File: config.mk
export PLATFORM = sky130hd
export DESIGN_NAME = uwb_spi_master
export DESIGN_NICKNAME = d
export VERILOG_FILES = /design/src/rtl/uwb_spi_master.sv
export SDC_FILE = /design/constraint.sdc
export NUM_CORES = 1
export LEC_CHECK = 0
export CORE_MARGIN = 2
export CORE_UTILIZATION = 60
export DETAILED_ROUTE_END_ITERATION = 8
export HOLD_SLACK_MARGIN = 0.05
export PLACE_DENSITY_LB_ADDON = 0.15
export REMOVE_ABC_BUFFERS = 1
export SLEW_MARGIN = 10
export SYNTH_ARGS = -nofsm -noshare
export SYNTH_HDL_FRONTEND = slang
export SYNTH_SLANG_ARGS = --single-unit
File: constraint.sdc
create_clock -name clk -period 4.5 [get_ports clk]
set_clock_uncertainty 0.15 [all_clocks]
set_input_delay 1.125 -clock clk [delete_from_list [all_inputs] [get_ports clk]]
set_output_delay 1.125 -clock clk [all_outputs]
set_load 0.05 [all_outputs]
File: src/rtl/uwb_spi_master.sv
// uwb_spi_master: length-prefixed byte stream to SPI mode-0 master, MSB first, one CS_n window per packet.
// Define SPI_RX_CAPTURE_EN to capture MISO bytes onto rx_data/rx_valid; otherwise both are tied low.
module uwb_spi_master #(
   parameter int CLK_DIV = 1,
   parameter int CS_IDLE = 2,
   parameter int MAX_LEN = 127
) (
   input  logic       clk,
   input  logic       rst,
   input  logic [7:0] in_data,
   input  logic       in_valid,
   output logic       in_ready,
   output logic       spi_cs_n,
   output logic       spi_sck,
   output logic       spi_mosi,
   input  logic       spi_miso,
   output logic [7:0] rx_data,
   output logic       rx_valid,
   output logic       busy,
   output logic       len_err
);
   localparam logic [1:0] S_IDLE = 2'd0;
   localparam logic [1:0] S_LOAD = 2'd1;
   localparam logic [1:0] S_SHIFT = 2'd2;
   localparam logic [1:0] S_GAP = 2'd3;
   localparam logic [15:0] LP_HALF = 16'(CLK_DIV - 1);
   localparam logic [15:0] LP_TAIL = 16'(CLK_DIV + CS_IDLE - 1);
   localparam logic [7:0] LP_MAX = 8'(MAX_LEN);
   logic [1:0] r_state;
   logic [15:0] r_cnt;
   logic [2:0] r_bit;
   logic [7:0] r_rem, r_sh, r_rx, r_rx_data;
   logic r_init, r_cs_n, r_sck, r_mosi, r_busy, r_err, r_rx_valid;
   logic w_accept, w_half;
   // r_init holds in_ready low for the first cycle after reset
   assign in_ready = ~r_init & (r_state == S_IDLE | r_state == S_LOAD);
   assign w_accept = in_valid & in_ready;
   assign w_half = r_cnt == LP_HALF;
   assign spi_cs_n = r_cs_n;
   assign spi_sck = r_sck;
   assign spi_mosi = r_mosi;
   assign busy = r_busy;
   assign len_err = r_err;
`ifdef SPI_RX_CAPTURE_EN
   assign rx_data = r_rx_data;
   assign rx_valid = r_rx_valid;
`else
   logic w_unused_rx;
   assign w_unused_rx = ^{r_rx_data, r_rx_valid};
   assign rx_data = 8'd0;
   assign rx_valid = 1'b0;
`endif
   always_ff @(posedge clk) begin
      if (rst) begin
         r_state <= S_IDLE;
         r_cnt <= 16'd0;
         r_bit <= 3'd0;
         r_rem <= 8'd0;
         r_sh <= 8'd0;
         r_rx <= 8'd0;
         r_rx_data <= 8'd0;
         r_rx_valid <= 1'b0;
         r_init <= 1'b1;
         r_cs_n <= 1'b1;
         r_sck <= 1'b0;
         r_mosi <= 1'b0;
         r_busy <= 1'b0;
         r_err <= 1'b0;
      end else begin
         r_init <= 1'b0;
         r_err <= 1'b0;
         r_rx_valid <= 1'b0;
         case (r_state)
            S_IDLE: if (w_accept && in_data != 8'd0) begin
               if (in_data > LP_MAX) r_err <= 1'b1;
               else begin
                  r_rem <= in_data;
                  r_state <= S_LOAD;
               end
            end
            S_LOAD: if (w_accept) begin
               r_sh <= in_data;
               r_mosi <= in_data[7];
               r_cs_n <= 1'b0;
               r_busy <= 1'b1;
               r_cnt <= 16'd0;
               r_bit <= 3'd0;
               r_state <= S_SHIFT;
            end
            S_SHIFT: if (!w_half) r_cnt <= r_cnt + 16'd1;
            else begin
               r_cnt <= 16'd0;
               r_sck <= ~r_sck;
               if (!r_sck) r_rx <= {r_rx[6:0], spi_miso};
               else if (r_bit != 3'd7) begin
                  r_bit <= r_bit + 3'd1;
                  r_sh <= {r_sh[6:0], 1'b0};
                  r_mosi <= r_sh[6];
               end else begin
                  r_rx_data <= r_rx;
                  r_rx_valid <= 1'b1;
                  r_rem <= r_rem - 8'd1;
                  r_state <= (r_rem == 8'd1) ? S_GAP : S_LOAD;
               end
            end
            S_GAP: begin
               // CS_n stays low for one more half period, then the idle gap runs
               r_cnt <= r_cnt + 16'd1;
               if (r_cnt == LP_HALF) r_cs_n <= 1'b1;
               if (r_cnt == LP_TAIL) begin
                  r_busy <= 1'b0;
                  r_state <= S_IDLE;
               end
            end
         endcase
      end
   end
endmodule
Yosys cells after proc, flatten, opt, wreduce, memory -nomap -nowiden

Cells that the tools add are included.

Flip-flop bits (word level): 42
Logic and storage cells: 94
Input port bits: 12
Output and inout port bits: 15

Mux-type cells: 41
Add/subtract/negate cells: 3
Magnitude comparators: 1
Bitwise logic cells: 7
Reduce and logical (&&, ||, !) cells: 16
Eq/ne operators: 15

Operators by type and width:

| cell                    | count |
|---|---|
| $pmux W16 S3            | 1 |
| $mux W8                 | 5 |
| $mux W16                | 2 |
| $mux W7                 | 4 |
| $add A16 B1 Y16 const B | 1 |
| $eq A16 B2 Y1 const B   | 1 |
| $logic_not A16 Y1       | 1 |
| $mux W2                 | 8 |
| $ne A2 B2 Y1 const B    | 8 |
| $pmux W8 S2             | 1 |
| $pmux W7 S2             | 1 |
| $mux W3                 | 4 |
| $mux W1                 | 10 |
| $eq A8 B1 Y1 const B    | 1 |
| $gt A8 B7 Y1 const B    | 1 |
| $pmux W2 S4             | 1 |
| $reduce_bool A8 Y1      | 1 |
| $sub A8 B1 Y8 const B   | 1 |
| $reduce_and A7 Y1       | 1 |
| $pmux W1 S2             | 3 |
| $pmux W3 S2             | 1 |
| $reduce_and A3 Y1       | 2 |
| $reduce_and A6 Y1       | 1 |
| $reduce_bool A2 Y1      | 3 |
| 14 further kinds        | 20 |

Logic depth before layout (Yosys ltp)

Gate-level depths: netlist of the first run.

Depth in word-level cells: 7
Depth in mapped cells: 8
Mapped depth without buffers: 7

Worst setup path after synthesis of the first run

No wires, ideal clock.

Path kind: input port to flip-flop
Start: input in_data[2]
End: register r_rem[1]
Data required time: 4,264 ps
Path slack: 1,778 ps
Buffers on the path: 1
Stages: 6
Library setup time: 86 ps
Arrival: 2,487 ps
Path through: or4_1 > nor4_1 > o32a_1 > buf_2 > nor2_1 > a211oi_1

Longest elaborated chain between the ends: 4
Elaborated cells between the ends (all ways): 6
Those cells by class: order compare: 1; eq/ne: 2; reduce/logical: 3

RTL lines:

| item                                                                 | line | text |
|---|---|---|
| from (decl)                                                          | 10   | `input logic [7:0] in_data,` |
| parallel branches: the longest is 3 deep, another holds $gt A8 B7 Y1 | -    |  |
| $reduce_and A6 Y1 (no line) (*)                                      | -    |  |
| to (signal assigned)                                                 | 77   | `r_rem <= in_data;` |
| to (signal assigned)                                                 | 102  | `r_rem <= r_rem - 8'd1;` |
| to (decl)                                                            | 32   | `logic [7:0] r_rem, r_sh, r_rx, r_rx_data;` |

Mark *: on every way between the ends.
A chain may end at the register's enable or synchronous reset.

Worst setup path in the final report of the first run

Start: input in_data[0]
End: register r_rem[7]

Same word-level chain as after synthesis.

==> impl_metrics.tcl, run 1 <==
set metrics [dict create \
    hp-class "reg2reg" \
    outcome "completed" \
    slew_headroom 0.252 \
    grtUsageTotal 0.237 \
    fmax_ghz 0.313 \
    grt_pass1_vias 1810 \
    antenna_found_initial 0 \
    ant_nets 0 \
    yosys_most_used_dff "dfxtp_1" \
    overflow 0 \
    synthCells 282 \
    yosys_register_bits 42 \
    synth_area_leaders "dfxtp_1, a311oi_1, a21oi_1, nand2_1, nor2_1" \
    min_to "r_sh[6]" \
    die_x_um 66.3 \
    max_stage_delay_ps 550 \
    drc_errors 0 \
    tightest_slew_ps 1120 \
    routed_wl_um 4730 \
    fin_crit_sh 0.711 \
    numCtsBuffers 5 \
    rrSetupSlack_ps 2000 \
    setup_violations 0 \
    critPathLaunchType "primary input" \
    postCtsHoldBufs 0 \
    syn-mean-instance-area_um2 8.26 \
    min_from "r_sh[5]" \
    cap_violations 0 \
    crit_type "in2reg" \
    first_pass_iters 4 \
    synth_commonest_cells "dfxtp_1, nand2_1, nor2_1, a21oi_1, a311oi_1" \
    final_nets 307 \
    reg2reg_depth 5 \
    vias_per_cell 6.01 \
    leakage_nw 0.867 \
    die_h_um 66.3 \
    critPathArrivalTime_ps 3280 \
    slew_viol_final 0 \
    n_antenna_cell 0 \
    path_max_fanout 17 \
    yosys.area.top_type "dfxtp_1" \
    crit_slowest_cell "o32a_1" \
    insertion_delay_ps 290 \
    hold_violations 0 \
    crit_path_start "in_data[0]" \
    dpl.hpwl_um 3320 \
    fin_util 0.683 \
    cts.repair.resized 0 \
    vias 2020 \
    setup-tns-final_ps 0 \
    io_pins 27 \
    required_ps 4580 \
    yosys_warnings 0 \
    gp_congestion 0.864 \
    post-cts-setup-buffers 0 \
    period_needed_ps 3200 \
    critPathBufInv 1 \
    clockBufferDepth 2 \
    wl_per_cell_um 14.1 \
    cts_tree "built" \
    grt_pass1_wl_um 8000 \
    die-area_um2 4400 \
    htreeDepth 2 \
    clock_sinks 42 \
    cts_root_buf "clkbuf_8" \
    drive_above_1_share 0.0451 \
    crit_chain "clkdlybuf4s50_1 > or4_1 > nor4_1 > o32a_1 > o21ai_0 > a21oi_1" \
    critPathTopFamily "compound AO/OA/AOI/OAI gates" \
    synthToLayoutAreaGrowth_pct 8.17 \
    async_reset_ff_frac 0 \
    synth_area_um2 2330 \
    yosysMostFrequentCell "dfxtp_1" \
    detail_route.iter0.violations 179 \
    max-vdd-ir-drop_v 0.000204 \
    core_um2 3690 \
    grt_max_degree 24 \
    synth_top_area_share 0.361 \
    endpoint_kind "flip-flop" \
    power_mw 0.703 \
    synth-seq-area-share 0.361 \
    r2r_end "r_rem[7]" \
    power_density_nw_per_um2 279 \
    ys_types 51 \
    path_clk_slew_ps 80 \
    start_util 0.631 \
    rr_startpoint "r_state[1]" \
    rows 22 \
    synth-edff-count 0 \
    io_buffers 16 \
    grt_setup_unrepaired "false" \
    min_delay_path_depth 2 \
]
how the worst max path moves through the flow:
stage | end | cells past startpoint
after CTS | r_rem[7] | 6
after global placement | r_rem[7] | 6
after detailed placement | r_rem[7] | 6
after global routing | r_rem[0] | 6
after floorplan | r_rem[0] | 5
final | r_rem[7] | 6
power breakdown:
part / leakage, nW / switching (mW) / internal [mW]
Combinational: 0.489 / 0.0563 / 0.0277
Clock: 0.0383 / 0.127 / 0.107
Sequential: 0.340 / 0.00650 / 0.378
through the flow:
stage / std cells / hold WS (ps) / setup slack (ps) / cell area (um2)
detailed placement: 329 / 319 / 981 / 2440
global route: 336 / 352 / 1090 / 2520
global placement: 329 / 315 / 1020 / 2440
finish: 336 / 337 / 1300 / 2520
CTS: 336 / 331 / 1290 / 2520
floorplan: 263 / 303 / 1790 / 2210
cells in the final DEF, fill, tap and decap left out, drive strengths merged, types with 2 or more instances in the layout:
cell            n
and4            3
nor2           25
mux2i           3
inv             6
o31ai           2
a21oi          22
a211oi          2
or2             2
nor4            5
nand3b          3
nor3            7
o31a            2
nand2b         10
a311oi         16
a31oi           5
a41oi           2
clkdlybuf4s50  16
o211a           3
a21o            2
nand2          29
nor3b           2
o21bai          2
or3             2
nand3          11
or4             2
dfxtp          42
ha              7
buf             2
nor2b           3
clkbuf          7
conb            9
and3            5
o21ai          14
and2            4
a21boi          2
worst reg2reg max path, delay by kind of cell, from the launching register on:
family / cells / cell delay [ps]
and+or+nand+nor: 3 / 1290
AOI/OAI and AO/OA: 2 / 460
DFF: 1 / 550
routing by layer:
metal | up-vias | GRT usage | wire length [um]
met3 | 4 | 0.0579 | 209
li1 | 1028 | - | -
met5 | - | 0 | 0
met2 | 52 | 0.368 | 2200
met1 | 936 | 0.316 | 2270
met4 | 0 | 0.0893 | 46
cell families after synthesis:
| logic type | count (synthesis) | synth area share |
|---|---|---|
| muxes | 4 | 0.0177 |
| DFF | 42 | 0.361 |
| adders and majority gates | 7 | 0.0376 |
| and+or+nand+nor | 115 | 0.264 |
| AOI/OAI and AO/OA | 79 | 0.240 |
| buffers and inverters | 33 | 0.0747 |
| xor gates and xnor gates | 1 | 0.00376 |
| other | 1 | 0.00161 |
flip-flops by register name, summed over array words and instances (netlist names):
name	count
r_cnt	16
r_state	2
r_init	1
r_rem	8
r_bit	3
spi_cs_n	1
spi_sck	1
busy	1
spi_mosi	1
r_sh	7
len_err	1
final cells by class:
class	count	area (um2)
clock buffer	7	76.3
fill	305	1170
inverter	6	22.5
multi-input combinational	215	1340
sequential	42	841
tap	48	60.1
timing repair buffer	18	175
No activity file was read; power rests on OpenSTA's default activity.
==> run 2: changes to the inputs <==
CORE_UTILIZATION = 56   (was 60)
clock period = 3.1 ns   (was 4.5 ns; I/O delays follow)
==> run 2 against run 1 <==
Against the previous run: first-iteration DRC count increased by 44%; via count increased by 1.7%; sequential power increased by 45%; sequential share of layout area decreased by 0.90 points; total power increased by 50%; highest routed layer unchanged; largest power group unchanged; flip-flop and latch count unchanged; clock power increased by 57%; global-route usage decreased by 0.85 points; design area increased by 2.8%; die area increased by 6.7%; cell count increased by 3.0%; routed wire length increased by 3.3%.
==> impl_metrics.tcl, run 2 (same netlist as run 1, synthesis figures left out) <==
set metrics [dict create \
    die_x_um 68.5 \
    regMostFlops "r_cnt" \
    hold_violations 0 \
    vias 2054 \
    grt_setup_unrepaired "false" \
    max-vdd-ir-drop_v 0.000238 \
    drc_errors 0 \
    dpl.hpwl_um 3450 \
    setup-tns-final_ps 0 \
    synthToLayoutAreaGrowth_pct 11.2 \
    rr_startpoint "r_cnt[12]" \
    endpoint_kind "flip-flop" \
    antenna_found_initial 0 \
    path_clk_slew_ps 80 \
    outcome "completed" \
    hp-class "reg2reg" \
    drive_above_1_share 0.0743 \
    slew_headroom 0.380 \
    cts.repair.resized 0 \
    mostFrequentLayoutCell "dfxtp_1" \
    setup_violations 0 \
    grt_pass1_vias 1697 \
    critPathArrivalTime_ps 2710 \
    postCtsHoldBufs 0 \
    fmax_ghz 0.380 \
    path_max_fanout 8 \
    grtUsageTotal 0.228 \
    wl_per_cell_um 14.1 \
    grt_max_degree 24 \
    largest_register_ffs 16 \
    ant_nets 0 \
    required_ps 3180 \
    gp_congestion 0.896 \
    min_from "r_sh[0]" \
    r2r_end "r_bit[1]" \
    die-area_um2 4690 \
    io_buffers 16 \
    detail_route.iter0.violations 257 \
    n_antenna_cell 0 \
    final_cell_area_um2 2590 \
    clock_sinks 42 \
    final_nets 314 \
    rows 23 \
    slew_viol_final 0 \
    min_to "r_sh[1]" \
    dpl_cell_area_um2 2500 \
    grt_pass1_wl_um 8020 \
    start_util 0.582 \
    period_needed_ps 2630 \
    tightest_slew_ps 926 \
    die_h_um 68.5 \
    cts_root_buf "clkbuf_8" \
    crit_type "in2reg" \
    io_pins 27 \
    reg.largest.list "r_cnt x16, r_rem x8, r_sh x7" \
    leakage_nw 0.910 \
    fin_crit_sh 0.848 \
    cap_violations 0 \
    final_cell_mix "dfxtp_1, nand2_1, nor2_1" \
    critPathLaunchType "primary input" \
    rrSetupSlack_ps 600 \
    clockBufferDepth 2 \
    cts_tree "built" \
    numCtsBuffers 5 \
    min_delay_path_depth 2 \
    insertion_delay_ps 300 \
    vias_per_cell 5.94 \
    power_density_nw_per_um2 407 \
    first_pass_iters 6 \
    routed_wl_um 4890 \
    core_um2 4000 \
    reg2reg_depth 5 \
    overflow 0 \
    post-cts-setup-buffers 0 \
    htreeDepth 2 \
]
run 2: worst max-delay path by stage:
stage,startpoint,to,depth (start not counted)
final,in_data[0],r_rem[5],7
after global routing,r_cnt[12],r_sh[6],5
after CTS,in_data[0],r_rem[5],7
after detailed placement,in_data[0],r_rem[1],7
after global placement,in_data[0],r_rem[1],7
after floorplan,in_valid,r_rem[0],5
run 2: stage by stage:
| step | setup WS, ps | hold WS [ps] | power [mW] | instances | utilization |
|---|---|---|---|---|---|
| after global routing | 343 | 352 | 1.09 | 346 | 0.647 |
| after floorplan | 740 | 303 | 0.649 | 263 | - |
| after CTS | 469 | 333 | 1.06 | 346 | 0.647 |
| after global placement | 197 | 316 | 0.698 | 338 | 0.624 |
| after detailed placement | 176 | 321 | 0.698 | 338 | 0.624 |
| final | 470 | 331 | 1.05 | 346 | 0.647 |
run 2: power by group:
part	leakage, nW	switching (mW)	internal (mW)	total (mW)
Sequential	0.340	0.00798	0.549	0.557
Combinational	0.522	0.0851	0.0447	0.130
Clock	0.0482	0.187	0.180	0.367
Total	0.910	0.280	0.774	1.05
run 2: worst max-delay path, cell delays in order:
cell and delay [ps]:
clkdlybuf4s50_1 460, or4_1 470, nor4_1 300, o32a_1 260
buf_4 170, o21ai_0 110, a21oi_1 150
run 2: area by class of cell:
cell class,instances,area (um2)
Fill cell,371,1410
Multi-Input combinational cell,215,1340
Sequential cell,42,841
Timing Repair Buffer,25,228
Clock buffer,7,86.3
Tap cell,50,62.6
Inverter,6,22.5
Clock inverter,1,5.00
run 2: routing by layer:
metal / routed length [um] / track usage / vias to the layer above
li1: - / - / 1039
met2: 2160 / 0.317 / 73
met3: 313 / 0.0609 / 6
met1: 2350 / 0.334 / 936
met5: 0 / 0 / -
met4: 65 / 0.0825 / 0
==> edit 1 (flow settings as in run 2) <==
Make the reset (`rst`) asynchronous in one clocked block.
--- a/src/rtl/uwb_spi_master.sv
+++ b/src/rtl/uwb_spi_master.sv
@@ -50,7 +50,7 @@
    assign rx_data = 8'd0;
    assign rx_valid = 1'b0;
 `endif
-   always_ff @(posedge clk) begin
+   always_ff @(posedge clk or posedge rst) begin
       if (rst) begin
          r_state <= S_IDLE;
          r_cnt <= 16'd0;
Function: differs if rst is asserted again (counterexample within 4 cycles, from zero or initial values and one cycle with rst high); with rst held inactive, the same outputs for 10 cycles.
==> edit 1 against run 2 <==
- register-to-register slack got worse by 0.16 ns
- final area increased by 4.9%
- wire length decreased by 2.0%
- critical path depth decreased by 2
- sequential cell count unchanged
- worst hold slack got worse by 0.0047 ns
- synthesized area increased by 4.0%
- sequential share of layout area increased by 6.3 points
- worst setup slack got worse by 0.16 ns
- die area increased by 3.8%
- critical endpoint is now r_rem[6]$_DFFE_PP0P_
Power is not compared: it rests on default switching activity, and its combinational part moved more than twofold at a synthesized area within 25%.
==> edit 1: results (changes against run 2) <==
[critical_path]
slowest_delay_ns=0.66  ; +0.19 ns
reg2regPathDepth=6  ; +1
cp_top_family=compound AO/OA/AOI/OAI gates
critPathMaxFanout=10  ; +2
r2r-start=r_cnt[0]$_DFFE_PP0P_
crit_path_top_delay_cell=a2111oi_0
arrival_ns=2.82  ; +0.11 ns
startpoint=in_data[5]
critical_path.endpoint=r_rem[6]$_DFFE_PP0P_
reg2reg_setup_slack_ns=0.44  ; -0.16 ns

[route]
vias=1899  ; -7.5%
drtPass1Iterations=4  ; -2
drt_iter0_drc=111  ; -57%
wl_per_cell_um=14.3  ; +1.5%
ant_nets=0  ; unchanged
drt-vias-per-instance=5.69  ; -4.2%

[synth]
postSynthAreaPerCell_um2=9.11  ; +10%
synthDistinctLibCells=46  ; -9.8%
synth_fa_ha_area_frac=0.0362  ; -0.00146
ys_seq_area_frac=0.435  ; +0.0738
ys_async_sr_fraction=1.00  ; +1.00
synth_xor_area_frac=0.0325  ; +0.0288
synthTopCellsByArea=dfrtp_1, nand2_1, o21ai_0
synth-compound-area-share=0.190  ; -0.0496
yosys-top-cells-count=dfrtp_1, nand2_1, o21ai_0
synth_mux_area_frac=0.0325  ; +0.0148

[run_status]
status=completed

[clock_tree]
clkSlewWorstSetupHoldPaths_ns=0.08  ; about the same
post_cts_resize_count=0  ; unchanged
numCtsBuffers=5  ; unchanged

[timing]
whs_ns=0.327  ; -0.00466 ns
fmax_mhz=359  ; -5.6%
worst_pin_slew_ns=0.952  ; +0.0252 ns

[final_layout]
drive_above_1_share=0.0810  ; +0.00666
final_nets=302  ; -3.8%
reg_top3=r_cnt x16, r_rem x8, r_sh x7

[global_route]
grt_use_total=0.212  ; -0.0163
grt_pass1_wl_mm=8.20  ; +2.3%
grt_max_degree=43  ; +79%
grt_pass1_vias=1778  ; +4.8%

[min_path]
holdPathStages=1  ; -1
hold_end=spi_mosi$_DFFE_PP0P_
hold_start=spi_mosi$_DFFE_PP0P_

[placed_design]
dpl_cell_area_mm2=0.00261  ; +4.5%
place_ws_ns=0.0329  ; -0.144 ns
hpwl_mm=3.26  ; -5.5%
gp_congestion=0.839  ; -6.4%
dp_cells=326  ; -3.6%

[power_and_ir_drop]
ir_worst_vdd_mv=0.612

==> edit 1: metal layers <==
| layer | share of wire | GRT usage |
|---|---|---|
| met5 | 0 | 0 |
| met4 | 0.019 | 0.0897 |
| met3 | 0.023 | 0.0349 |
| met2 | 0.50 | 0.345 |
| met1 | 0.46 | 0.280 |
==> edit 1: cell type report <==
type,instances,area (um^2)
Clock buffer,7,76.3
Clock inverter,1,30.0
Fill cell,351,1370
Inverter,11,41.3
Multi-Input combinational cell,200,1240
Sequential cell,42,1050
Tap cell,50,62.6
Timing Repair Buffer,23,213
==> edit 1: report_power, final <==
| part | internal [uW] | switching [uW] | total, uW |
|---|---|---|---|
| registers | 733 | 175 | 908 |
| clock network | 241 | 193 | 435 |
| logic | 492 | 678 | 1170 |
| total | 1470 | 1050 | 2510 |
==> edit 1: worst reg2reg max path: stages, from the launching register on <==
cell and delay, ns:
dfrtp_1 0.44, inv_1 0.11, ha_1 0.14, or4b_1 0.54, nor4_1 0.38, o221a_2 0.42, mux2_1 0.36
==> edit 2 (config.mk and constraints of run 2) <==
Made on the original files. The parameter `MAX_LEN` goes from 127 to 63.
--- a/src/rtl/uwb_spi_master.sv
+++ b/src/rtl/uwb_spi_master.sv
@@ -3,7 +3,7 @@
 module uwb_spi_master #(
    parameter int CLK_DIV = 1,
    parameter int CS_IDLE = 2,
-   parameter int MAX_LEN = 127
+   parameter int MAX_LEN = 63
 ) (
    input  logic       clk,
    input  logic       rst,
Formal check against the unedited RTL: not equivalent (a bounded check fails within 4 cycles, from zero or initial values and one cycle with rst high).
==> edit 2 against run 2 <==
- worst setup slack got worse by 0.16 ns
- sequential cell count stayed put
- non-clock buffer count unchanged
- synthesized area fell by 1.7%
- final area did not move
- synthesized cell count rose by 2.8%
- worst hold slack got worse by 0.024 ns
- utilization rose by 0.47 points
- power up 6.9%
- wire length rose by 5.2%
- highest routed layer unchanged
==> edit 2: results (changes against run 2) <==
[route]
drt-vias-per-instance=5.95  ; +0.23%
drtPass1Iterations=5  ; -1
met3WireLength_um=244  ; -22%
wl_per_cell_um=14.3  ; +1.4%
drt_iter0_drc=170  ; -34%
met1Wirelength_mm=2.33  ; -1.1%

[global_route]
grt_util_met3=0.0592  ; -0.00164
grt.met1_usage=0.298  ; -0.0361
grt_pass1_wl_mm=8.69  ; +8.4%
met2_usage=0.415  ; +0.0977

[power_and_ir_drop]
leakagePower_uw=0.000913  ; +0.34%
p_sw_uw=293  ; +4.4%
ir_worst_vdd_mv=0.259  ; +9.1%

[critical_path]
crit_path_top_delay_cell=or4b_1
reg2regPathDepth=7  ; +2
reg2reg_setup_slack_ns=0.69  ; +0.09 ns
startpoint=in_valid
r2r-start=r_cnt[0]$_SDFFE_PP0P_
arrival_ns=2.85  ; +0.14 ns
worstReg2RegEnd=r_cnt[11]$_SDFFE_PP0P_

[final_layout]
final_nets=327  ; +4.1%
drive_above_1_share=0.0744  ; +0.000109
layout.cells.non_filler=359  ; +3.8%

[synth]
synth_mux_area_frac=0.00437  ; -0.0134
synthDistinctLibCells=52  ; +2.0%
yosys-top-cells-count=dfxtp_1, nand2_1, nor2_1
synth_fa_ha_area_frac=0.0383  ; +0.000637
ys_seq_area_frac=0.367  ; +0.00612

[placed_design]
dp_cells=351  ; +3.8%
hpwl_mm=3.69  ; +7.0%
dpl_cell_area_mm2=0.00248  ; -0.75%
gp_congestion=0.828  ; -7.5%

[timing]
whs_ns=0.307  ; -0.0243 ns

[run_status]
status=completed

## edit 2: changes by cell type in the layout (fill, tap and decap cells not counted), moves of 3 or more
| cell | before | now |
|---|---|---|
| a311oi_1 | 16 | 6 |
| a31oi_1 | 5 | 13 |
| nand2_1 | 29 | 37 |
| nand3_1 | 11 | 18 |
| nand2b_1 | 10 | 6 |
| nor2_1 | 25 | 29 |
| a21oi_1 | 22 | 25 |
| and4_1 | 3 | 0 |
| nand4_1 | 0 | 3 |
| o211a_1 | 3 | 0 |
## edit 2: cell type report
cell class | count | area share
Multi-Input combinational cell | 226 | 0.509
Sequential cell | 42 | 0.325
Timing Repair Buffer | 25 | 0.0880
Clock buffer | 6 | 0.0280
Tap cell | 50 | 0.0242
Clock inverter | 2 | 0.0145
Inverter | 8 | 0.0116
## edit 2: metrics by stage
stage	setup WS [ns]	utilization
floorplan	0.518	-
detailed placement	0.00481	0.624
CTS	0.309	0.652
finish	0.307	0.652
global route	0.268	0.652
global placement	0.0195	0.624
